$ cat src/rtl/soc_reset_sequencer.sv
// Board-level power-up/reset sequencer: waits for PLL lock, settles, enables the
// SoC clock, then releases SoC reset. Define WATCHDOG_EN to add the watchdog.
module soc_reset_sequencer #(
  parameter int SYNC_STAGES     = 2,
  parameter int DEBOUNCE_CYCLES = 270000,
  parameter int STABLE_CYCLES   = 1024,
  parameter int CLKEN_LEAD      = 16,
  parameter int WDT_CYCLES      = 16777216
) (
  input  logic       clk,
  input  logic       rst,
  input  logic       pll_locked,
  input  logic       reset_button_n,
  input  logic       wdt_kick,
  output logic       soc_clk_en,
  output logic       soc_rst,
  output logic [2:0] state,
  output logic [1:0] reset_cause
);

  localparam logic [2:0] S_RESET     = 3'd0;
  localparam logic [2:0] S_WAIT_LOCK = 3'd1;
  localparam logic [2:0] S_STABILIZE = 3'd2;
  localparam logic [2:0] S_CLK_ON    = 3'd3;
  localparam logic [2:0] S_RUN       = 3'd4;

  localparam logic [1:0] CAUSE_POR    = 2'd0;
  localparam logic [1:0] CAUSE_BUTTON = 2'd1;
  localparam logic [1:0] CAUSE_LOCK   = 2'd2;
  localparam logic [1:0] CAUSE_WDT    = 2'd3;

  localparam int DEB_W  = $clog2(DEBOUNCE_CYCLES + 1);
  localparam int STAB_W = $clog2(STABLE_CYCLES + 1);
  localparam int LEAD_W = (CLKEN_LEAD > 1) ? $clog2(CLKEN_LEAD) : 1;

  localparam logic [DEB_W-1:0]  DEB_MAX   = DEB_W'(DEBOUNCE_CYCLES);
  localparam logic [DEB_W-1:0]  DEB_LAST  = DEB_W'(DEBOUNCE_CYCLES - 1);
  localparam logic [STAB_W-1:0] STAB_DONE = STAB_W'(STABLE_CYCLES);
  localparam logic [LEAD_W-1:0] LEAD_LAST = LEAD_W'(CLKEN_LEAD - 1);

  // Input synchronizers; intentionally not reset so they keep tracking during rst.
  logic [SYNC_STAGES-1:0] lock_sync_reg;
  logic [SYNC_STAGES-1:0] btn_sync_reg;
  logic                   lock_s;
  logic                   btn_s;

  always_ff @(posedge clk) begin
    lock_sync_reg <= {lock_sync_reg[SYNC_STAGES-2:0], pll_locked};
    btn_sync_reg  <= {btn_sync_reg[SYNC_STAGES-2:0], reset_button_n};
  end

  assign lock_s = lock_sync_reg[SYNC_STAGES-1];
  assign btn_s  = btn_sync_reg[SYNC_STAGES-1];

  // Debounce: a press is accepted on the DEBOUNCE_CYCLES-th consecutive low sample.
  logic [DEB_W-1:0] deb_cnt_reg;
  logic [DEB_W-1:0] deb_cnt_next;
  logic             btn_press;

  always_comb begin
    deb_cnt_next = deb_cnt_reg;
    if (btn_s) begin
      deb_cnt_next = '0;
    end else if (deb_cnt_reg != DEB_MAX) begin
      deb_cnt_next = deb_cnt_reg + 1'b1;
    end
  end

  assign btn_press = !btn_s && (deb_cnt_reg == DEB_LAST);

  always_ff @(posedge clk) begin
    if (rst) begin
      deb_cnt_reg <= '0;
    end else begin
      deb_cnt_reg <= deb_cnt_next;
    end
  end

  logic [2:0]        state_reg;
  logic [2:0]        state_next;
  logic [1:0]        cause_reg;
  logic [1:0]        cause_next;
  logic [STAB_W-1:0] stab_cnt_reg;
  logic [STAB_W-1:0] stab_cnt_next;
  logic [LEAD_W-1:0] lead_cnt_reg;
  logic [LEAD_W-1:0] lead_cnt_next;
  logic              soc_rst_reg;
  logic              soc_clk_en_reg;
  logic              wdt_timeout;

`ifdef WATCHDOG_EN
  localparam int WDT_W = (WDT_CYCLES > 1) ? $clog2(WDT_CYCLES) : 1;
  localparam logic [WDT_W-1:0] WDT_LAST = WDT_W'(WDT_CYCLES - 1);

  logic [WDT_W-1:0] wdt_cnt_reg;
  logic [WDT_W-1:0] wdt_cnt_next;

  assign wdt_timeout = (state_reg == S_RUN) && !wdt_kick && (wdt_cnt_reg == WDT_LAST);

  // Only counts across consecutive RUN cycles; any exit from RUN clears it.
  always_comb begin
    wdt_cnt_next = '0;
    if ((state_reg == S_RUN) && (state_next == S_RUN) && !wdt_kick) begin
      wdt_cnt_next = wdt_cnt_reg + 1'b1;
    end
  end

  always_ff @(posedge clk) begin
    if (rst) begin
      wdt_cnt_reg <= '0;
    end else begin
      wdt_cnt_reg <= wdt_cnt_next;
    end
  end
`else
  logic unused_wdt_kick;

  assign unused_wdt_kick = wdt_kick;
  assign wdt_timeout     = 1'b0;
`endif

  // Fault priority inside each state: lock loss, then button, then watchdog.
  always_comb begin
    state_next    = state_reg;
    cause_next    = cause_reg;
    stab_cnt_next = stab_cnt_reg;
    lead_cnt_next = lead_cnt_reg;

    case (state_reg)
      S_RESET: begin
        state_next = S_WAIT_LOCK;
      end
      S_WAIT_LOCK: begin
        if (lock_s && btn_s) begin
          state_next = S_STABILIZE;
        end
      end
      S_STABILIZE: begin
        if (!lock_s) begin
          state_next = S_WAIT_LOCK;
        end else if (btn_press) begin
          state_next = S_WAIT_LOCK;
          cause_next = CAUSE_BUTTON;
        end else if (stab_cnt_reg == STAB_DONE) begin
          state_next = S_CLK_ON;
        end else begin
          stab_cnt_next = stab_cnt_reg + 1'b1;
        end
      end
      S_CLK_ON: begin
        if (!lock_s) begin
          state_next = S_WAIT_LOCK;
          cause_next = CAUSE_LOCK;
        end else if (btn_press) begin
          state_next = S_WAIT_LOCK;
          cause_next = CAUSE_BUTTON;
        end else if (lead_cnt_reg == LEAD_LAST) begin
          state_next = S_RUN;
        end else begin
          lead_cnt_next = lead_cnt_reg + 1'b1;
        end
      end
      S_RUN: begin
        if (!lock_s) begin
          state_next = S_WAIT_LOCK;
          cause_next = CAUSE_LOCK;
        end else if (btn_press) begin
          state_next = S_WAIT_LOCK;
          cause_next = CAUSE_BUTTON;
        end else if (wdt_timeout) begin
          state_next = S_WAIT_LOCK;
          cause_next = CAUSE_WDT;
        end
      end
      default: begin
        state_next = S_RESET;
      end
    endcase

    if (state_next != S_STABILIZE) begin
      stab_cnt_next = '0;
    end
    if (state_next != S_CLK_ON) begin
      lead_cnt_next = '0;
    end
  end

  // Outputs are decoded from the next state so they change together with state.
  always_ff @(posedge clk) begin
    if (rst) begin
      state_reg      <= S_RESET;
      cause_reg      <= CAUSE_POR;
      stab_cnt_reg   <= '0;
      lead_cnt_reg   <= '0;
      soc_rst_reg    <= 1'b1;
      soc_clk_en_reg <= 1'b0;
    end else begin
      state_reg      <= state_next;
      cause_reg      <= cause_next;
      stab_cnt_reg   <= stab_cnt_next;
      lead_cnt_reg   <= lead_cnt_next;
      soc_rst_reg    <= (state_next != S_RUN);
      soc_clk_en_reg <= (state_next == S_CLK_ON) || (state_next == S_RUN);
    end
  end

  assign state       = state_reg;
  assign reset_cause = cause_reg;
  assign soc_rst     = soc_rst_reg;
  assign soc_clk_en  = soc_clk_en_reg;

endmodule

$ cat config.mk
export PLATFORM = sky130hd
export DESIGN_NAME = soc_reset_sequencer
export DESIGN_NICKNAME = d
export VERILOG_FILES = /design/src/rtl/soc_reset_sequencer.sv
export SDC_FILE = /design/constraint.sdc
export NUM_CORES = 1
export LEC_CHECK = 0
export BUFFER_PORTS_ARGS = -buffer_cell sky130_fd_sc_hd__buf_2
export CORE_MARGIN = 5
export CORE_UTILIZATION = 50
export DETAILED_ROUTE_END_ITERATION = 7
export GPL_TIMING_DRIVEN = 0
export PLACE_DENSITY = 0.76
export SYNTH_ARGS = -nofsm -noshare
export SYNTH_HDL_FRONTEND = slang
export SYNTH_SLANG_ARGS = --single-unit
$ cat constraint.sdc
create_clock -name clk -period 2.4 [get_ports clk]
set_input_delay 0.72 -clock clk [delete_from_list [all_inputs] [get_ports clk]]
set_output_delay 0.72 -clock clk [all_outputs]
set_load 0.01 [all_outputs]
==> summary by stage <==
Status
The flow ran to the end, and the final reports show no timing, DRC or antenna violations.

Place
The detailed placer's ending HPWL is roughly 2800 um. After detailed placement, the total cell area comes to 0.00223 mm2. The count of buffers added on input and output ports is 10. Prior to clock tree synthesis, the placed netlist has a worst setup slack of about 0.11 ns. Routability-driven placement finished with a final weighted congestion of approximately 0.83.

Power and ir drop
The power density of the placed cells is approximately 580 mW/mm2. The clock share of power is 41.3%. Of the total power, the share spent switching nets is about a fifth.

The switching component of the power is roughly 0.28 mW. Combinational logic burns between 3 and 4% of the power. The part of the power in registers is between 50 and 60%. The internal portion of the total power is between 1 and 1.5 mW. The leakage power of the design is between 0.8 and 0.9 nW. The worst-case IR drop observed on VDD is about 0.4 mV.

Routing
The wire length per cell is approximately 13 um. Using the TritonRoute via totals, the vias-per-cell ratio works out to between 5 and 6. The total number of vias is between 1,500 and 2,000. The wire length after detailed routing is roughly 3900 um. The DRC marker count from the first detailed-route iteration is 96. The count of nets left with antenna violations once routing finished came out at 0. The first-pass iteration count of the detailed router is 4. The DRC violation count after routing is 0.

Synthesis
The number of cells produced by synthesis is 239. After synthesis, the mean cell area works out to about 8.9 um2. The net count after synthesis is about 250. Sorting the synthesized cells by area gives the leading types as sky130_fd_sc_hd__dfxtp_1 (42%), sky130_fd_sc_hd__xor2_1 (8.3%), sky130_fd_sc_hd__nor2_1 (6.2%), sky130_fd_sc_hd__a21oi_1 (3.1%), sky130_fd_sc_hd__ha_1 (2.9%). After synthesis the netlist holds a flip-flop and latch count of 45.

Sequential cells were found to cover 42.5% of the synthesized design area. The most used flip-flop cell after synthesis is sky130_fd_sc_hd__dfxtp_1. Counting flops with a built-in enable in the synthesized netlist gives 0. During synthesis, Yosys emitted a total of 0 warnings. Of all flip-flops after synthesis, the portion carrying an async set or reset was 0%. The combined area of all synthesized cells is 0.00212 mm2.

The netlist uses 50 different library cells. Summed over all instances, the cell type with the most area after synthesis is sky130_fd_sc_hd__dfxtp_1. The area share of the largest cell type after synthesis is 42.5%.

Setup path
Tracing the worst setup path back leads to its startpoint at deb_cnt_reg[1]$_SDFFE_PP0P_. The critical path in this run is classified as flip-flop to flip-flop. Counting stages on the worst path, the most repeated cell is sky130_fd_sc_hd__buf_6.

Of all nets on the critical path, the largest fanout is 10. The endpoint kind of the worst setup timing path is a flip-flop. The signal arrival time at the worst endpoint is 2.42 ns.

Walking the worst path, the cells encountered are ha_1 > nand3_2 > or4b_4 > buf_6 > o21ba_1 > o2111ai_2 > buf_6 > a21oi_1. The biggest cell delay along the critical path is between 0.5 and 0.6 ns. The standard cell with the maximum stage delay on the critical path is sky130_fd_sc_hd__or4b_4. The startpoint kind of the worst setup timing path is a flip-flop.

The data required time at the worst endpoint is about 2.6 ns. The worst reg2reg path startpoint is deb_cnt_reg[1]$_SDFFE_PP0P_.

Layout
Relative to the synthesized area, the layout overhead comes to 10.7%. The summed area of non-filler cells in the final layout is 0.00235 mm2. The number of flip-flops in the largest register is 19.

The final-stage net count is roughly 270. In the final layout, the share of cells above drive strength 1 is 11.7%. The number of diodes is 0. For this run, the share of the core covered by cells in the final layout is 57.8%.

GRT
The maximum number of pins on one net before global-route repair is 15. The first global-routing pass estimated 7010 um of wire. The highest-utilization routing layer at the global route stage is met2.

For this run, global-route usage on met1 was measured as between 20% and 30%. The number of global-route vias before repair is about 1,600. The overflow left after global routing is 0. The global-route total usage across every layer is 16.0%. For met2 alone, demand over resource in global routing was 25.3%.

The initial antenna violation count is 0. The global-route met3 utilization is around 4.4%.

Timing
Setup repair after global routing left no endpoint under its margin. The worst pin sits at a relative slew slack of approximately 60%. The count of final max-slew check failures came to 0. At the pin with the least slew margin, the transition time is just under 0.6 ns.

The worst clock skew is between 0.007 and 0.008 ns. Across all setup checks in the final design, the least slack found is about 0.16 ns. After layout, the worst path uses just over 90% of the clock period. The smallest clock period supported by the final layout is computed as roughly 2.2 ns.

For this run, the top clock speed supported by timing is 0.446 GHz. The worst hold-check slack is about 0.34 ns. The number of endpoints with negative hold slack in the final report is 0. The number of failing setup endpoints in the final timing report is 0. In the final timing run, aggregate negative setup slack is 0 ns.

Floorplanning
Pin placement for this block handled 12 I/O pins. The die outline height is about 75 um. The floorplan step set the die width to about 75 um. The total area inside the core boundary comes to just over 0.004 mm2. Once the floorplan was initialized, standard cells occupied between 50% and 60% of the core. The die covers 0.00564 mm2. The standard-cell row count is 23.

CTS
The clock tree from TritonCTS is yes. The total setup buffers inserted after CTS is 0. The TritonCTS buffer count is 5. Clock tree synthesis found a total of 45 sinks. Hold repair after CTS inserted 0 buffers. The H-tree was split into 2 levels.

For the worst-skew pair, the clock arrives at the later sink with an insertion delay of approximately 0.30 ns. Clock tree synthesis selected as its root buffer the cell sky130_fd_sc_hd__clkbuf_8. The worst-case clock buffer depth is 2.

The clock input transition at the sequential cells of the worst setup and hold paths is around 0.08 ns.

Run
The tool flagged a number of max-cap violations equal to 0.

Min path
The startpoint identified for the worst hold timing path is lock_sync_reg[0]$_DFF_P_. The type of the tightest min-delay check is flip-flop to flip-flop.
-- Yosys cell counts, types with 3 or more instances --
| cell | instances |
|---|---|
| sky130_fd_sc_hd__or3_1 | 8 |
| sky130_fd_sc_hd__nand4_1 | 6 |
| sky130_fd_sc_hd__o21ai_0 | 8 |
| sky130_fd_sc_hd__inv_1 | 8 |
| sky130_fd_sc_hd__nor3_1 | 6 |
| sky130_fd_sc_hd__nor3b_1 | 3 |
| sky130_fd_sc_hd__nand3_1 | 8 |
| sky130_fd_sc_hd__mux2i_1 | 3 |
| sky130_fd_sc_hd__dfxtp_1 | 45 |
| sky130_fd_sc_hd__o211ai_1 | 6 |
| sky130_fd_sc_hd__ha_1 | 5 |
| sky130_fd_sc_hd__and3_1 | 4 |
| sky130_fd_sc_hd__xnor2_1 | 4 |
| sky130_fd_sc_hd__xor2_1 | 20 |
| sky130_fd_sc_hd__clkbuf_1 | 5 |
| sky130_fd_sc_hd__and4_1 | 4 |
| sky130_fd_sc_hd__nand2b_1 | 3 |
| sky130_fd_sc_hd__nor2_1 | 35 |
| sky130_fd_sc_hd__nand2_1 | 12 |
| sky130_fd_sc_hd__a21oi_1 | 13 |
-- cells by family (layout without fill, tap and decap cells) --
group / count (synthesis) / after routing / share of synthesized area, %
simple gates: 104 / 104 / 26.8
flops: 45 / 45 / 42.5
compound gates: 40 / 40 / 12.4
xor+xnor: 24 / 24 / 9.91
buf+inv: 18 / 36 / 3.95
fa+ha+maj: 5 / 5 / 2.95
mux: 3 / 3 / 1.42
-- stage by stage --
stage                     cells  power (mW)
final                       307        1.36
after CTS                   307        1.38
after global routing        307        1.43
after floorplan             239       0.804
after detailed placement    299       0.818
after global placement      299       0.818
-- final cells by class --
class | count | area (um2)
buffer | 10 | 53.8
clock buffer | 6 | 72.6
clock inverter | 2 | 38.8
fill | 368 | 1710
inverter | 8 | 30.0
multi-input combinational | 176 | 1140
sequential | 45 | 901
tap | 50 | 62.6
timing repair buffer | 10 | 50.0
-- final timing paths --
| kind | cells after the start | slack [ns] | to |
|---|---|---|---|
| worst min register to register | 0 | 0.34 | lock_sync_reg[1]$_DFF_P_ |
| worst max-delay path | 8 | 0.16 | stab_cnt_reg[4]$_SDFFE_PP0P_ |
| worst max register to register | 8 | 0.16 | stab_cnt_reg[4]$_SDFFE_PP0P_ |
| worst min-delay path | 0 | 0.34 | lock_sync_reg[1]$_DFF_P_ |
-- cells in the final DEF (no fill, tap or decap), types with 6 or more instances in the layout --
| master | Yosys | final |
|---|---|---|
| sky130_fd_sc_hd__or3_1 | 8 | 8 |
| sky130_fd_sc_hd__buf_2 | 1 | 11 |
| sky130_fd_sc_hd__nor2_1 | 35 | 34 |
| sky130_fd_sc_hd__nor3_1 | 6 | 6 |
| sky130_fd_sc_hd__a21oi_1 | 13 | 13 |
| sky130_fd_sc_hd__clkbuf_1 | 5 | 6 |
| sky130_fd_sc_hd__o211ai_1 | 6 | 6 |
| sky130_fd_sc_hd__o21ai_0 | 8 | 8 |
| sky130_fd_sc_hd__inv_1 | 8 | 8 |
| sky130_fd_sc_hd__dfxtp_1 | 45 | 45 |
| sky130_fd_sc_hd__xor2_1 | 20 | 20 |
| sky130_fd_sc_hd__nand3_1 | 8 | 8 |
| sky130_fd_sc_hd__nand2_1 | 12 | 12 |
| sky130_fd_sc_hd__nand4_1 | 6 | 6 |
-- critical path: cells and delay by family, from the launching register on --
kind	cells	cell delay, ns
and+or+nand+nor	2	0.71
AOI/OAI and AO/OA	3	0.45
DFF	1	0.40
buffers and inverters	2	0.34
adders and majority gates	1	0.22
-- per-layer routing --
metal / up-vias / share of wire, %
met5: - / 0
met4: 0 / 0.96
met2: 25 / 48
met3: 4 / 4.2
met1: 810 / 47
li1: 874 / -
-- repair_timing --
item	4_1_cts	5_1_grt
hold endpoints to repair	0	0
endpoints found under the setup margin	0	5
resized for setup	0	1
-- power groups by stage --
stage | registers (mW) | logic (mW) | clock network [mW]
detailed placement | 0.776 | 0.0423 | 0
global placement | 0.776 | 0.0417 | 0
floorplan | 0.776 | 0.0288 | 0
finish | 0.758 | 0.0425 | 0.563
global route | 0.759 | 0.0488 | 0.617
CTS | 0.758 | 0.0426 | 0.575
No activity file was read; power rests on OpenSTA's default activity.
